### src/rtl/parking_pkg.sv
// Shared definitions for the parking occupancy tracker: gate FSM states and
// default lot parameters used by the top and the sensor conditioners.
package parking_pkg;

    typedef enum logic [1:0] {
        ST_IDLE     = 2'd0,
        ST_OPEN_IN  = 2'd1,
        ST_OPEN_OUT = 2'd2
    } gate_state_e;

    localparam int DEF_CAPACITY         = 8;
    localparam int DEF_GATE_HOLD_CYCLES = 4;
    localparam int DEF_DEBOUNCE_CYCLES  = 16;

endpackage

### src/rtl/parking_occupancy_sensor_conditioner.sv
// Sensor front end: 2-flop synchronizer, optional debounce filter (compiled in
// with PARKING_DEBOUNCE_EN), and a registered one-cycle rising-edge pulse.
module sensor_conditioner
    import parking_pkg::*;
#(
    parameter int DEBOUNCE_CYCLES = DEF_DEBOUNCE_CYCLES
) (
    input  logic clk,
    input  logic reset,
    input  logic sensor,
    output logic event_pulse
);

    logic [1:0] sync_r;
    logic       level_s;
    logic       prev_r;
    logic       pulse_r;

    // Bring the asynchronous sensor level into the clock domain.
    always_ff @(posedge clk or posedge reset) begin
        if (reset) begin
            sync_r <= 2'b00;
        end else begin
            sync_r <= {sync_r[0], sensor};
        end
    end

`ifdef PARKING_DEBOUNCE_EN
    localparam int DW = $clog2(DEBOUNCE_CYCLES);

    logic [DW-1:0] db_cnt_r;
    logic          filt_r;

    // Flip the filtered level only after DEBOUNCE_CYCLES consecutive differing samples.
    always_ff @(posedge clk or posedge reset) begin
        if (reset) begin
            db_cnt_r <= {DW{1'b0}};
            filt_r   <= 1'b0;
        end else if (sync_r[1] != filt_r) begin
            if (db_cnt_r == DW'(DEBOUNCE_CYCLES - 1)) begin
                filt_r   <= sync_r[1];
                db_cnt_r <= {DW{1'b0}};
            end else begin
                db_cnt_r <= db_cnt_r + DW'(1);
            end
        end else begin
            db_cnt_r <= {DW{1'b0}};
        end
    end

    assign level_s = filt_r;
`else
    // Filter length only matters when the debounce stage is built.
    logic [31:0] unused_debounce;
    assign unused_debounce = 32'(DEBOUNCE_CYCLES);
    assign level_s = sync_r[1];
`endif

    // Registered rising-edge detector on the conditioned level.
    always_ff @(posedge clk or posedge reset) begin
        if (reset) begin
            prev_r  <= 1'b0;
            pulse_r <= 1'b0;
        end else begin
            prev_r  <= level_s;
            pulse_r <= level_s & ~prev_r;
        end
    end

    assign event_pulse = pulse_r;

endmodule

### src/rtl/parking_occupancy.sv
// Parking lot occupancy tracker: conditions entry/exit sensors, keeps sticky
// pending flags, runs the barrier-gate FSM and maintains registered counts.
// Optional sensor debounce is enabled by defining PARKING_DEBOUNCE_EN.
module parking_occupancy
    import parking_pkg::*;
#(
    parameter int   CAPACITY         = DEF_CAPACITY,
    parameter int   GATE_HOLD_CYCLES = DEF_GATE_HOLD_CYCLES,
    parameter int   DEBOUNCE_CYCLES  = DEF_DEBOUNCE_CYCLES,
    localparam int  CW               = $clog2(CAPACITY + 1)
) (
    input  logic          clk_40MHz,
    input  logic          reset,
    input  logic          car_enter,
    input  logic          car_exit,
    output logic [CW-1:0] occupancy,
    output logic [CW-1:0] free_spaces,
    output logic          full,
    output logic          full_trigger,
    output logic          gate_open,
    output logic          entry_denied
);

    localparam int            HW        = $clog2(GATE_HOLD_CYCLES + 1);
    localparam logic [CW-1:0] CAP_V     = CW'(CAPACITY);
    localparam logic [CW-1:0] ONE       = CW'(1);
    localparam logic [HW-1:0] HOLD_LAST = HW'(GATE_HOLD_CYCLES - 1);
    localparam logic [HW-1:0] HONE      = HW'(1);

    logic          in_pulse_s, out_pulse_s;
    logic          in_req_s, out_req_s;
    logic          take_in_s, take_out_s;
    logic          deny_s, trig_s;
    logic          pend_in_r, pend_out_r;
    gate_state_e   state_r, state_nxt_s;
    logic [HW-1:0] hold_cnt_r, hold_nxt_s;
    logic [CW-1:0] occ_r, occ_nxt_s;
    logic [CW-1:0] free_r;
    logic          full_r, trig_r, gate_r, deny_r;

    sensor_conditioner #(.DEBOUNCE_CYCLES(DEBOUNCE_CYCLES)) u_entry (
        .clk(clk_40MHz), .reset(reset), .sensor(car_enter), .event_pulse(in_pulse_s)
    );

    sensor_conditioner #(.DEBOUNCE_CYCLES(DEBOUNCE_CYCLES)) u_exit (
        .clk(clk_40MHz), .reset(reset), .sensor(car_exit), .event_pulse(out_pulse_s)
    );

    // An event fresh this cycle is serviceable immediately, without waiting for its flag.
    assign in_req_s  = pend_in_r  | in_pulse_s;
    assign out_req_s = pend_out_r | out_pulse_s;

    // Gate FSM: exit wins over entry; counts saturate at 0 and CAPACITY.
    always_comb begin
        state_nxt_s = state_r;
        hold_nxt_s  = hold_cnt_r;
        occ_nxt_s   = occ_r;
        take_in_s   = 1'b0;
        take_out_s  = 1'b0;
        deny_s      = 1'b0;
        trig_s      = 1'b0;
        case (state_r)
            ST_IDLE: begin
                hold_nxt_s = {HW{1'b0}};
                if (out_req_s) begin
                    take_out_s = 1'b1;
                    if (occ_r != {CW{1'b0}}) begin
                        occ_nxt_s   = occ_r - ONE;
                        state_nxt_s = ST_OPEN_OUT;
                    end else begin
                        state_nxt_s = ST_IDLE;
                    end
                end else if (in_req_s) begin
                    take_in_s = 1'b1;
                    if (occ_r < CAP_V) begin
                        occ_nxt_s   = occ_r + ONE;
                        state_nxt_s = ST_OPEN_IN;
                        trig_s      = (occ_r == (CAP_V - ONE));
                    end else begin
                        deny_s = 1'b1;
                    end
                end else begin
                    state_nxt_s = ST_IDLE;
                end
            end
            ST_OPEN_IN, ST_OPEN_OUT: begin
                if (hold_cnt_r == HOLD_LAST) begin
                    state_nxt_s = ST_IDLE;
                    hold_nxt_s  = {HW{1'b0}};
                end else begin
                    hold_nxt_s = hold_cnt_r + HONE;
                end
            end
            default: begin
                state_nxt_s = ST_IDLE;
                hold_nxt_s  = {HW{1'b0}};
            end
        endcase
    end

    // State, pending flags, counts and all outputs registered together.
    always_ff @(posedge clk_40MHz or posedge reset) begin
        if (reset) begin
            state_r    <= ST_IDLE;
            hold_cnt_r <= {HW{1'b0}};
            pend_in_r  <= 1'b0;
            pend_out_r <= 1'b0;
            occ_r      <= {CW{1'b0}};
            free_r     <= CAP_V;
            full_r     <= 1'b0;
            trig_r     <= 1'b0;
            gate_r     <= 1'b0;
            deny_r     <= 1'b0;
        end else begin
            state_r    <= state_nxt_s;
            hold_cnt_r <= hold_nxt_s;
            pend_in_r  <= in_req_s  & ~take_in_s;
            pend_out_r <= out_req_s & ~take_out_s;
            occ_r      <= occ_nxt_s;
            free_r     <= CAP_V - occ_nxt_s;
            full_r     <= (occ_nxt_s == CAP_V);
            trig_r     <= trig_s;
            gate_r     <= (state_nxt_s != ST_IDLE);
            deny_r     <= deny_s;
        end
    end

    assign occupancy    = occ_r;
    assign free_spaces  = free_r;
    assign full         = full_r;
    assign full_trigger = trig_r;
    assign gate_open    = gate_r;
    assign entry_denied = deny_r;

endmodule
### config.mk
export PLATFORM = sky130hd
export DESIGN_NAME = parking_occupancy
export DESIGN_NICKNAME = d
export VERILOG_FILES = /design/src/rtl/parking_pkg.sv /design/src/rtl/parking_occupancy_sensor_conditioner.sv /design/src/rtl/parking_occupancy.sv
export SDC_FILE = /design/constraint.sdc
export NUM_CORES = 1
export LEC_CHECK = 0
export CORE_MARGIN = 1
export CORE_UTILIZATION = 35
export DETAILED_ROUTE_END_ITERATION = 16
export GPL_ROUTABILITY_DRIVEN = 0
export PLACE_DENSITY = 0.59
export SYNTH_ARGS = -nofsm -noshare
export SYNTH_HDL_FRONTEND = slang
export SYNTH_SLANG_ARGS = --single-unit
### constraint.sdc
create_clock -name clk_40MHz -period 4.7 [get_ports clk_40MHz]
set_input_delay 0.47 -clock clk_40MHz [delete_from_list [all_inputs] [get_ports clk_40MHz]]
set_output_delay 0.47 -clock clk_40MHz [all_outputs]
set_load 0.005 [all_outputs]
-- Word level (Yosys, flattened, before mapping)
Index checks and enable logic that the tools add are counted.
- equality and inequality tests: 5
- order comparisons: 1
- $add $sub $neg: 4
- reductions and logical operators: 4
- mux-type cells: 26
- bitwise operators: 10
- operator list (operator ; number):
    two-way mux 4 bit ; 5
    two-way mux 1 bit ; 13
    two-way mux 2 bit ; 5
    two-way mux 3 bit ; 2
    adder 4 x 1 -> 4 bit, second input constant ; 1
    bitwise AND 1 bit ; 4
    equality test 4 x 3 -> 1 bit, second input constant ; 1
    equality test 4 bit, second input constant ; 1
    < comparator 4 bit, second input constant ; 1
    inverter 1 bit ; 4
    case mux 2 bit (2 select lines) ; 1
    nonzero test 4 bit ; 1
    subtractor 4 x 1 -> 4 bit, second input constant ; 1
    subtractor 4 bit, first input constant ; 1
    adder 3 x 1 -> 3 bit, second input constant ; 1
    equality test 3 x 2 -> 1 bit, second input constant ; 1
    equality test 2 x 1 -> 1 bit, second input constant ; 1
    equality test 2 bit, second input constant ; 1
    logical NOT 2 bit ; 1
    bitwise OR 1 bit ; 2
    nonzero test 2 bit ; 1
    OR reduction 2 bit ; 1
- input port bits: 4
- word-level logic and storage cells: 66
- output and inout bits: 12
- flip-flop bits (word level): 27

-- Depth between registers and ports, before layout
Gate-level depths: netlist of run 1.
- depth after elaboration: 6
- gate-level depth with buffers: 10
- mapped depth without buffers: 10

-- By module
Synthesis of run 1 repeated with hierarchy kept, for this count alone.
- cells, all modules: 93
- area, all modules: 1156.1 µm²
- by module, submodules not included (module ; area an instance (µm²) ; seq. area each (µm²) ; cells each ; times used):
    parking_occupancy ; 920.9 ; 451.7 ; 81 ; 1
    sensor_conditioner ; 117.6 ; 100.1 ; 6 ; 2

-- Worst setup path before layout of run 1
No wires, ideal clock.
- path kind: reg-to-reg
- start: reg occ_r[1] (netlist: occupancy[1])
- end: reg free_r[2] (netlist: free_spaces[2])
- path buffers: 0
- arrival time: 1.719 ns
- slack: 2.856 ns
- required time: 4.575 ns
- setup time: 0.125 ns
- period minus slack after synthesis: 1.844 ns
- stages on the path, launching flop included: 10
- path through: dfrtp_1 inv_1 ha_1 nand2b_1 o21bai_4 mux2_2 o211ai_2 inv_1 ha_1 xnor2_1
- longest elaborated chain between the ends: 6
- elaborated cells on any way between the ends: 10
- classes of those cells: 3 x add/sub; 1 x order compare; 5 x mux; 1 x reduce/logical
- ends and longest elaborated chain (item ; RTL line ; source):
    start, declared ; parking_occupancy.sv:37 ; logic [CW-1:0] occ_r, occ_nxt_s;
    start signal, assigned ; parking_occupancy.sv:108 ; occ_r <= {CW{1'b0}};
    start signal, assigned ; parking_occupancy.sv:119 ; occ_r <= occ_nxt_s;
    adder 4 x 1 -> 4 bit / < comparator 4 bit (equally long branches) ; parking_occupancy.sv:76, parking_occupancy.sv:75 ;
    two-way mux 4 bit ; parking_occupancy.sv:75 ; if (occ_r < CAP_V) begin
    two-way mux 4 bit ; parking_occupancy.sv:73 ; end else if (in_req_s) begin
    two-way mux 4 bit ; parking_occupancy.sv:65 ; if (out_req_s) begin
    two-way mux 4 bit (*) ; parking_occupancy.sv:62 ; case (state_r)
    via occ_nxt_s[1] ; parking_occupancy.sv:37 ;
    subtractor 4 bit (*) ; parking_occupancy.sv:120 ; free_r <= CAP_V - occ_nxt_s;
    end signal, assigned ; parking_occupancy.sv:120 ;
    end, declared ; parking_occupancy.sv:38 ; logic [CW-1:0] free_r;
Mark *: on every way through the listed nets, which the timed path passes. The rest lies on a longest branch.

-- Final worst setup path of run 1
- start: reg state_r[0]
- end: reg free_r[2] (netlist: free_spaces[2])
- longest elaborated chain between the ends: 3
- ends and longest elaborated chain (item ; RTL line ; source):
    start, declared ; parking_occupancy.sv:35 ; gate_state_e state_r, state_nxt_s;
    start signal, assigned ; parking_occupancy.sv:115 ; state_r <= state_nxt_s;
    logical NOT 2 bit ; parking_occupancy.sv:62 ;
    two-way mux 4 bit ; parking_occupancy.sv:62 ;
    via occ_nxt_s[1] ; parking_occupancy.sv:37 ;
    subtractor 4 bit ; parking_occupancy.sv:120 ;
The timed path passes the listed nets, and every way through them passes these cells.

==> results.cfg, run 1 <==
[clocking]
clockRootBuffer = clkbuf_4
hold_buffers = 0
cts_made_buffers = 3
post_cts_resize_count = 0
htree_levels = 1
clk_pin_slew_ps = 130
clk_latency_ps = 310
cts_tree = built
cts_sinks = 26
clock_path_buffers = 2
cts_setup_buffers = 0

[final_layout]
layout_common_cells = 25 x dfrtp_1, 15 x clkdlybuf4s50_1, 8 x inv_1
fill_cells = 303
multi_input_area_sq_um = 444
fin_nets = 122
final_common_cell = dfrtp_1
seq_area_sq_um = 652
areaGrowthSynthToFinish_pct = 19.8
drive_above_1_share = 0.164
final_cells = 154
n_antenna_cell = 0
utilization = 0.445

[global_route]
antenna_found_initial = 0
grt_pass1_vias = 718
grt_overflow = 0
grtUsageTotal = 0.126
grt_pass1_wl_mm = 3.19
grt_start_max_net_pins = 27

[synth]
syn_nets = 103
async_reset_ff_frac = 1.00
yosysSeqAreaShare = 0.575
synth.distinct_cells = 35
yosys_warnings = 0
avgSynthCellArea_sq_um = 12.3
netlist_area_sq_um = 1130
synth_edf_count = 0
synth_seq_cells = 26
synth-main-ff-cell = dfrtp_1
netlist_instances = 92

[critical_path]
r2r_slack_ps = 2680
crit_type = flop to flop
cp-end-kind = flop
rr_endpoint = free_spaces[2]
regToRegStartpoint = state_r[0]
r2r_cells = 9
critPathRequiredTime_ps = 4910
worstPathArrival_ps = 2230
startpoint_type = flop
crit_fanout = 8

[detailed_routing]
drt-vias-per-instance = 4.58
drcViolationCount = 0
drtAntennaViolNets = 0
vias = 705
drt_first_pass_iters = 4
drt-total-wl_mm = 1.75
drt-initial-drc-count = 10
wl_per_cell_microns = 11.4

[floorplanning]
ios = 16
coreArea_sq_um = 3050
initial_utilization = 0.371
dieHeight_microns = 58.9
die_width_microns = 58.9
fp.dieArea_sq_um = 3470
rows = 20

[sta]
finalHoldViolations = 0
timing.hold.ws_ps = 366
fin_skew_ps = 6.58
worst_pin_slew_ps = 954
period_minus_slack_ps = 2020
setup_tns_ps = 0
maxSlewViolCount = 0
fmaxAchievable_ghz = 0.495
finalSetupViolations = 0
rsz0062_at_grt = no
slew_headroom = 0.363
period_share = 0.430

[pwr]
power_mw = 0.859
p_leak_nw = 0.606
power_density_nw_per_um2 = 633
max-vdd-ir-drop_uv = 272

[hold_path]
holdPathStages = 0
hp-class = flop to flop
hold_path_end = u_entry.sync_r[1]
holdCritStartpoint = u_entry.sync_r[0]

[flow_run]
drv_cap = 0

[place]
place_inst = 150
dp_hpwl_mm = 1.26
port_buffers = 15

[outcome]
status = completed
[power breakdown]
part | internal (mW) | switching [mW]
sequential | 0.295 | 0.0593
combinational | 0.216 | 0.195
clock | 0.0332 | 0.0613
total | 0.544 | 0.315
[synth_stat cells (2+ instances only)]
cell type	count	area, sq um
ha_1	7	87.6
o21ai_2	2	17.5
inv_1	8	30.0
and2_1	2	12.5
nor2b_1	3	18.8
a21oi_1	3	15.0
nor2_1	7	26.3
a31oi_1	2	12.5
o21ai_0	3	15.0
dfrtp_1	25	626
nand2_1	5	18.8
a21boi_0	2	15.0
[metal layers]
| metal | vias to the layer above | wire length [microns] | track usage |
|---|---|---|---|
| li1 | 345 | - | - |
| met1 | 346 | 853 | 0.160 |
| met2 | 10 | 819 | 0.201 |
| met3 | 4 | 46 | 0.0198 |
| met4 | 0 | 34 | 0.0816 |
| met5 | - | 0 | 0 |
[through the flow]
step           area, sq um  setup slack, ps
3_5_place_dp          1330             2690
5_1_grt               1360             2540
3_3_place_gp          1330             2690
4_1_cts               1360             2670
2_1_floorplan         1130             2860
6_report              1360             2680
[area by class of cell]
class                      count  share of cell area
tap                           44              0.0406
inverter                       8              0.0221
multi-input combinational     57               0.327
clock buffer                   4              0.0194
sequential                    26               0.480
timing repair buffer          15               0.111
[flip-flops by register name, summed over array words and instances (netlist names), 2 cells and up]
name,count
u_exit.sync_r,2
state_r,2
free_spaces,4
occupancy,3
u_entry.sync_r,2
hold_cnt_r,3
[cell families after synthesis]
| logic type | synth area share |
|---|---|
| simple gates | 0.159 |
| fa+ha+maj | 0.0773 |
| xor+xnor | 0.0298 |
| mux | 0.0188 |
| buf+inv | 0.0331 |
| compound gates | 0.107 |
| flops | 0.575 |
[critical path, stage by stage, from the launching register on]
cell and delay, ps:
dfrtp_1 420, inv_1 60, ha_1 330, o21ai_2 120, o21bai_4 210, mux2_2 280, o211ai_2 100, inv_1 70
ha_1 210, xnor2_1 130
[worst max-delay path by stage]
stage               cells after the start              to          from
floorplan                               9  free_spaces[2]  occupancy[1]
global placement                        9  free_spaces[2]    state_r[0]
detailed placement                      9  free_spaces[2]    state_r[0]
CTS                                     9  free_spaces[2]    state_r[0]
global route                           10            full    state_r[0]
finish                                  9  free_spaces[2]    state_r[0]
Note: power is estimated with default switching activity, not from simulation.
==> inputs of run 2 (changes only) <==
--- a/config.mk
+++ b/config.mk
@@ -9,7 +9,7 @@
 export CORE_UTILIZATION = 35
 export DETAILED_ROUTE_END_ITERATION = 16
 export GPL_ROUTABILITY_DRIVEN = 0
-export PLACE_DENSITY = 0.59
+export PLACE_DENSITY = 0.61
 export SYNTH_ARGS = -nofsm -noshare
 export SYNTH_HDL_FRONTEND = slang
 export SYNTH_SLANG_ARGS = --single-unit
==> constraint.sdc (replaced) <==
create_clock -name clk_40MHz -period 1.6 [get_ports clk_40MHz]
set_input_delay 0.16 -clock clk_40MHz [delete_from_list [all_inputs] [get_ports clk_40MHz]]
set_output_delay 0.16 -clock clk_40MHz [all_outputs]
set_load 0.005 [all_outputs]
==> results.cfg, run 2 (synthesis gave the netlist of run 1 again) <==
[outcome]
status = complete, but fails checks
failed_checks = negative setup slack

[pwr]
pwr-share-seq = 0.287
internal_power_mw = 2.30
switching_share = 0.347
max-vdd-ir-drop_uv = 952
power_density_nw_per_um2 = 2110
clockPowerShare = 0.126
pwr-share-comb = 0.587
power.net_switching_mw = 1.22
p_leak_nw = 0.746

[clocking]
clk_latency_ps = 320
clk_pin_slew_ps = 140
htree_levels = 1
cts_sinks = 26
clockRootBuffer = clkbuf_4
cts_made_buffers = 3
cts_tree = built
clock_path_buffers = 2

[critical_path]
critPathCapture = free_spaces[2]
regToRegStartpoint = state_r[0]
r2r_slack_ps = -90
crit_fanout = 3
startpoint_type = flop
r2r_cells = 9
cp-startpoint = state_r[0]
critPathRequiredTime_ps = 1820
cp-end-kind = flop
crit_type = flop to flop
rr_endpoint = free_spaces[2]
worstPathArrival_ps = 1900

[detailed_routing]
drcViolationCount = 0
drt_first_pass_iters = 4
drt-initial-drc-count = 12
wl_per_cell_microns = 12.3
drtAntennaViolNets = 0
drt-total-wl_mm = 2.19
drt-vias-per-instance = 4.43
vias = 789

[sta]
setup_ws_ps = -87.8
fin_skew_ps = 9.03
fmaxAchievable_ghz = 0.592
finalSetupViolations = 5
finalHoldViolations = 0
setup_tns_ps = -249
maxSlewViolCount = 0
slew_headroom = 0.784
worst_pin_slew_ps = 323
rsz0062_at_grt = yes
period_share = 1.05
period_minus_slack_ps = 1690

[global_route]
grtUsageTotal = 0.148
grt_start_max_net_pins = 27
grt_pass1_wl_mm = 3.72
grt_pass1_vias = 861
grt_overflow = 0
antenna_found_initial = 0

[final_layout]
fill_cells = 271
largest_reg_flops = 4
final_common_cell = buf_4
areaGrowthSynthToFinish_pct = 47.4
stdcell_area_sq_um = 1670
fin_nets = 146
layout_common_cells = 24 x buf_4, 21 x dfrtp_1, 15 x clkdlybuf4s50_1
n_antenna_cell = 0
drive_above_1_share = 0.448
utilization = 0.547

[place]
place_area_sq_um = 1510
port_buffers = 15
dp_hpwl_mm = 1.56

[floorplanning]
dieHeight_microns = 58.9
initial_utilization = 0.371
fp.dieArea_sq_um = 3470
rows = 20
ios = 16
die_width_microns = 58.9
coreArea_sq_um = 3050

[flow_run]
drv_cap = 0

[hold_path]
hp-class = input port to async pin
-- run 2: cell count changes in the layout (fill, tap and decap cells not counted), sizes merged --
cell    change
bufinv      +1
buf        +24
clkbuf      -1
-- run 2: how the worst min path moves through the flow --
stage | from | to | slack (ps) | cells after the start
after floorplan | car_enter | u_entry.sync_r[0] | 190 | 0
after global placement | u_entry.sync_r[0] | u_entry.sync_r[1] | 340 | 0
after detailed placement | u_entry.sync_r[0] | u_entry.sync_r[1] | 330 | 0
after CTS | reset | u_entry.sync_r[0] | 170 | 3
after global routing | reset | u_entry.sync_r[1] | 200 | 3
final | reset | u_entry.sync_r[1] | 170 | 3
-- run 2: per-stage QoR --
| stage | hold slack (ps) | setup slack (ps) | power (mW) | std cells |
|---|---|---|---|---|
| 6_report | 167 | -87.8 | 3.53 | 178 |
| 5_1_grt | 196 | -160 | 3.78 | 178 |
| 4_1_cts | 170 | -94.9 | 3.54 | 178 |
| 3_5_place_dp | 335 | -119 | 2.74 | 169 |
| 3_3_place_gp | 336 | -77.3 | 2.69 | 169 |
| 2_1_floorplan | 191 | -94.0 | 1.96 | 92 |
-- run 2: routing by layer --
metal,wire (microns),vias to the layer above,GRT usage
met5,0,-,0
met4,19,0,0.0714
met3,30,2,0.0198
met2,1090,6,0.245
met1,1050,390,0.190
li1,-,391,-
-- run 2: layout make-up --
cell class | instances | area [sq um] | area share
inverter | 8 | 30.0 | 0.0180
clock buffer | 3 | 22.5 | 0.0135
timing repair buffer | 39 | 330 | 0.198
sequential | 26 | 657 | 0.393
clock inverter | 1 | 30.0 | 0.0180
multi-input combinational | 57 | 546 | 0.327
tap | 44 | 55.1 | 0.0330
-- run 2: critical path, stage by stage, from the launching register on --
cell and delay [ps]:
dfrtp_1 420, inv_2 70, ha_4 130, o21ai_2 60, o21bai_4 190, mux2_4 290, o211ai_4 100, inv_2 60
ha_4 160, xnor2_1 110
-- run 2: power by group through the flow --
stage               clock [mW]  sequential, mW  combinational (mW)
floorplan                    0            1.04               0.920
global placement             0            1.00                1.69
detailed placement           0            1.02                1.72
CTS                      0.458            1.01                2.07
global route             0.477            1.04                2.26
finish                   0.446            1.01                2.07
-- run 2: repair_timing --
item	CTS	global route
endpoints found under the setup margin	6	7
hold buffers	0	0
buffers inserted	5	0
pin swaps	8	4
resized for setup	13	4
==> variant (config.mk and constraints of run 2) <==
Encoding of `gate_state_e`: now one-hot (3 bits for 3 states).
--- a/src/rtl/parking_pkg.sv
+++ b/src/rtl/parking_pkg.sv
@@ -2,10 +2,10 @@
 // default lot parameters used by the top and the sensor conditioners.
 package parking_pkg;
 
-    typedef enum logic [1:0] {
-        ST_IDLE     = 2'd0,
-        ST_OPEN_IN  = 2'd1,
-        ST_OPEN_OUT = 2'd2
+    typedef enum logic [2:0] {
+        ST_IDLE     = 3'b001,
+        ST_OPEN_IN  = 3'b010,
+        ST_OPEN_OUT = 3'b100
     } gate_state_e;
 
     localparam int DEF_CAPACITY         = 8;
Check against the original RTL: same outputs for any inputs over 10 cycles, from zero or initial values and one cycle with reset high; not proved beyond that.
==> variant against run 2 <==
  * The flow still finishes with violations (negative setup slack)
  * Sequential cell count rose by 1
  * First-iteration DRC count up 50%
  * Power grew 3.4%
  * Cell area hardly changed
  * Area after synthesis increased by 0.77%
  * Global-route usage grew 0.073 points
  * Routed wire length increased by 3.7%
  * Worst setup slack got worse by 67 ps
  * Hold slack improved by 6.0 ps
  * Highest routed layer unchanged
==> variant: results (changes against run 2) <==
Route
  • WL final: 2270 um (+3.7%)
  • Iter 0 DRT Violations: 18 (+6)
  • Routed via count: 807 (+2.3%)

Setup path
  • FF-to-FF Start: pend_out_r
  • Crit path max fanout: 4 (+1)
  • Cells on worst reg2reg path: 6 (-3)
  • Crit path max-delay family: simple AND/OR/NAND/NOR gates
  • Crit path DAT: 2020 ps (+120 ps)

STA
  • Final setup violation count: 4 (-1)
  • Setup Skew: 7.60 ps (-1.43 ps)
  • Min Hold Slack: 173 ps (+5.99 ps)
  • Final worst slack: -155 ps (-67.5 ps)
  • Setup TNS: -413 ps (-165 ps)

Yosys
  • Yosys cell types: 36 (+2.9%)
  • Cell count after synthesis: 95 (+3.3%)
  • Seq/Total Area, Yosys: 0.594 (+0.0186)

Global routing
  • Total track usage: 0.148 (+0.000729)
  • First-pass GRT wire length: 3790 um (+1.9%)
  • Largest net degree at the start of global routing: 28 (+3.7%)

Place
  • Placed Area: 1480 um2 (-2.2%)

Status
  • Violated checks: negative setup slack
  • Status: finished, violations left

Final layout
  • Net count, final: 148 (+1.4%)
  • Fin cells: 182 (+2.2%)

Power
  • Peak VDD IR: 1.02 mV (+7.0%)
[variant: per-layer routing]
layer,routed length [um],GRT usage,part of all wire
met5,0,0,0
met3,45,0.0262,0.020
met2,1100,0.248,0.49
met4,28,0.0510,0.012
met1,1090,0.195,0.48
[variant: kinds of logic (layout without fill, tap and decap cells)]
logic type,count (synthesis),count (layout),share of synthesized area
DFF,27,27,0.594
AOI/OAI and AO/OA,12,12,0.0822
xor gates and xnor gates,5,5,0.0383
buffers and inverters,12,55,0.0460
and+or+nand+nor,32,32,0.162
muxes,2,2,0.0230
adders and majority gates,5,5,0.0548
[variant: area by class of cell]
| type | instances | area [um2] |
|---|---|---|
| repair buffers | 44 | 377 |
| clock buffers | 3 | 22.5 |
| clock inverters | 1 | 5.00 |
| well taps | 44 | 55.1 |
| fillers | 267 | 1410 |
| flip-flops and latches | 27 | 681 |
| inverters | 7 | 26.3 |
| multi-input cells | 56 | 505 |
[variant: worst max-delay path by stage]
stage	from	end	cells after the start
floorplan	u_exit.event_pulse	free_spaces[3]	7
global placement	u_exit.event_pulse	free_spaces[3]	6
detailed placement	u_exit.event_pulse	free_spaces[3]	6
CTS	pend_out_r	free_spaces[3]	6
global route	state_r[0]	free_spaces[3]	6
finish	pend_out_r	free_spaces[3]	6
[variant: what timing repair did]
action,4_1_cts,5_1_grt
endpoints found under the hold margin,0,0
gates resized for setup,6,21
setup endpoints to repair,5,14
gates cloned,0,0
pin swaps,4,6
setup buffers,5,5
[variant: power by group]
group,switching (W),internal [W]
clock network,0.000192,0.0000935
registers,0.000126,0.000909
logic,0.00101,0.00132
total,0.00132,0.00233
[variant: worst register-to-register path, cell delays in order, from the launching register on]
cell     delay [ps]
dfrtp_1         410
or2_4           280
nor3b_4         190
mux2_4          320
o221a_4         280
nor2_4           80
xor2_1          140
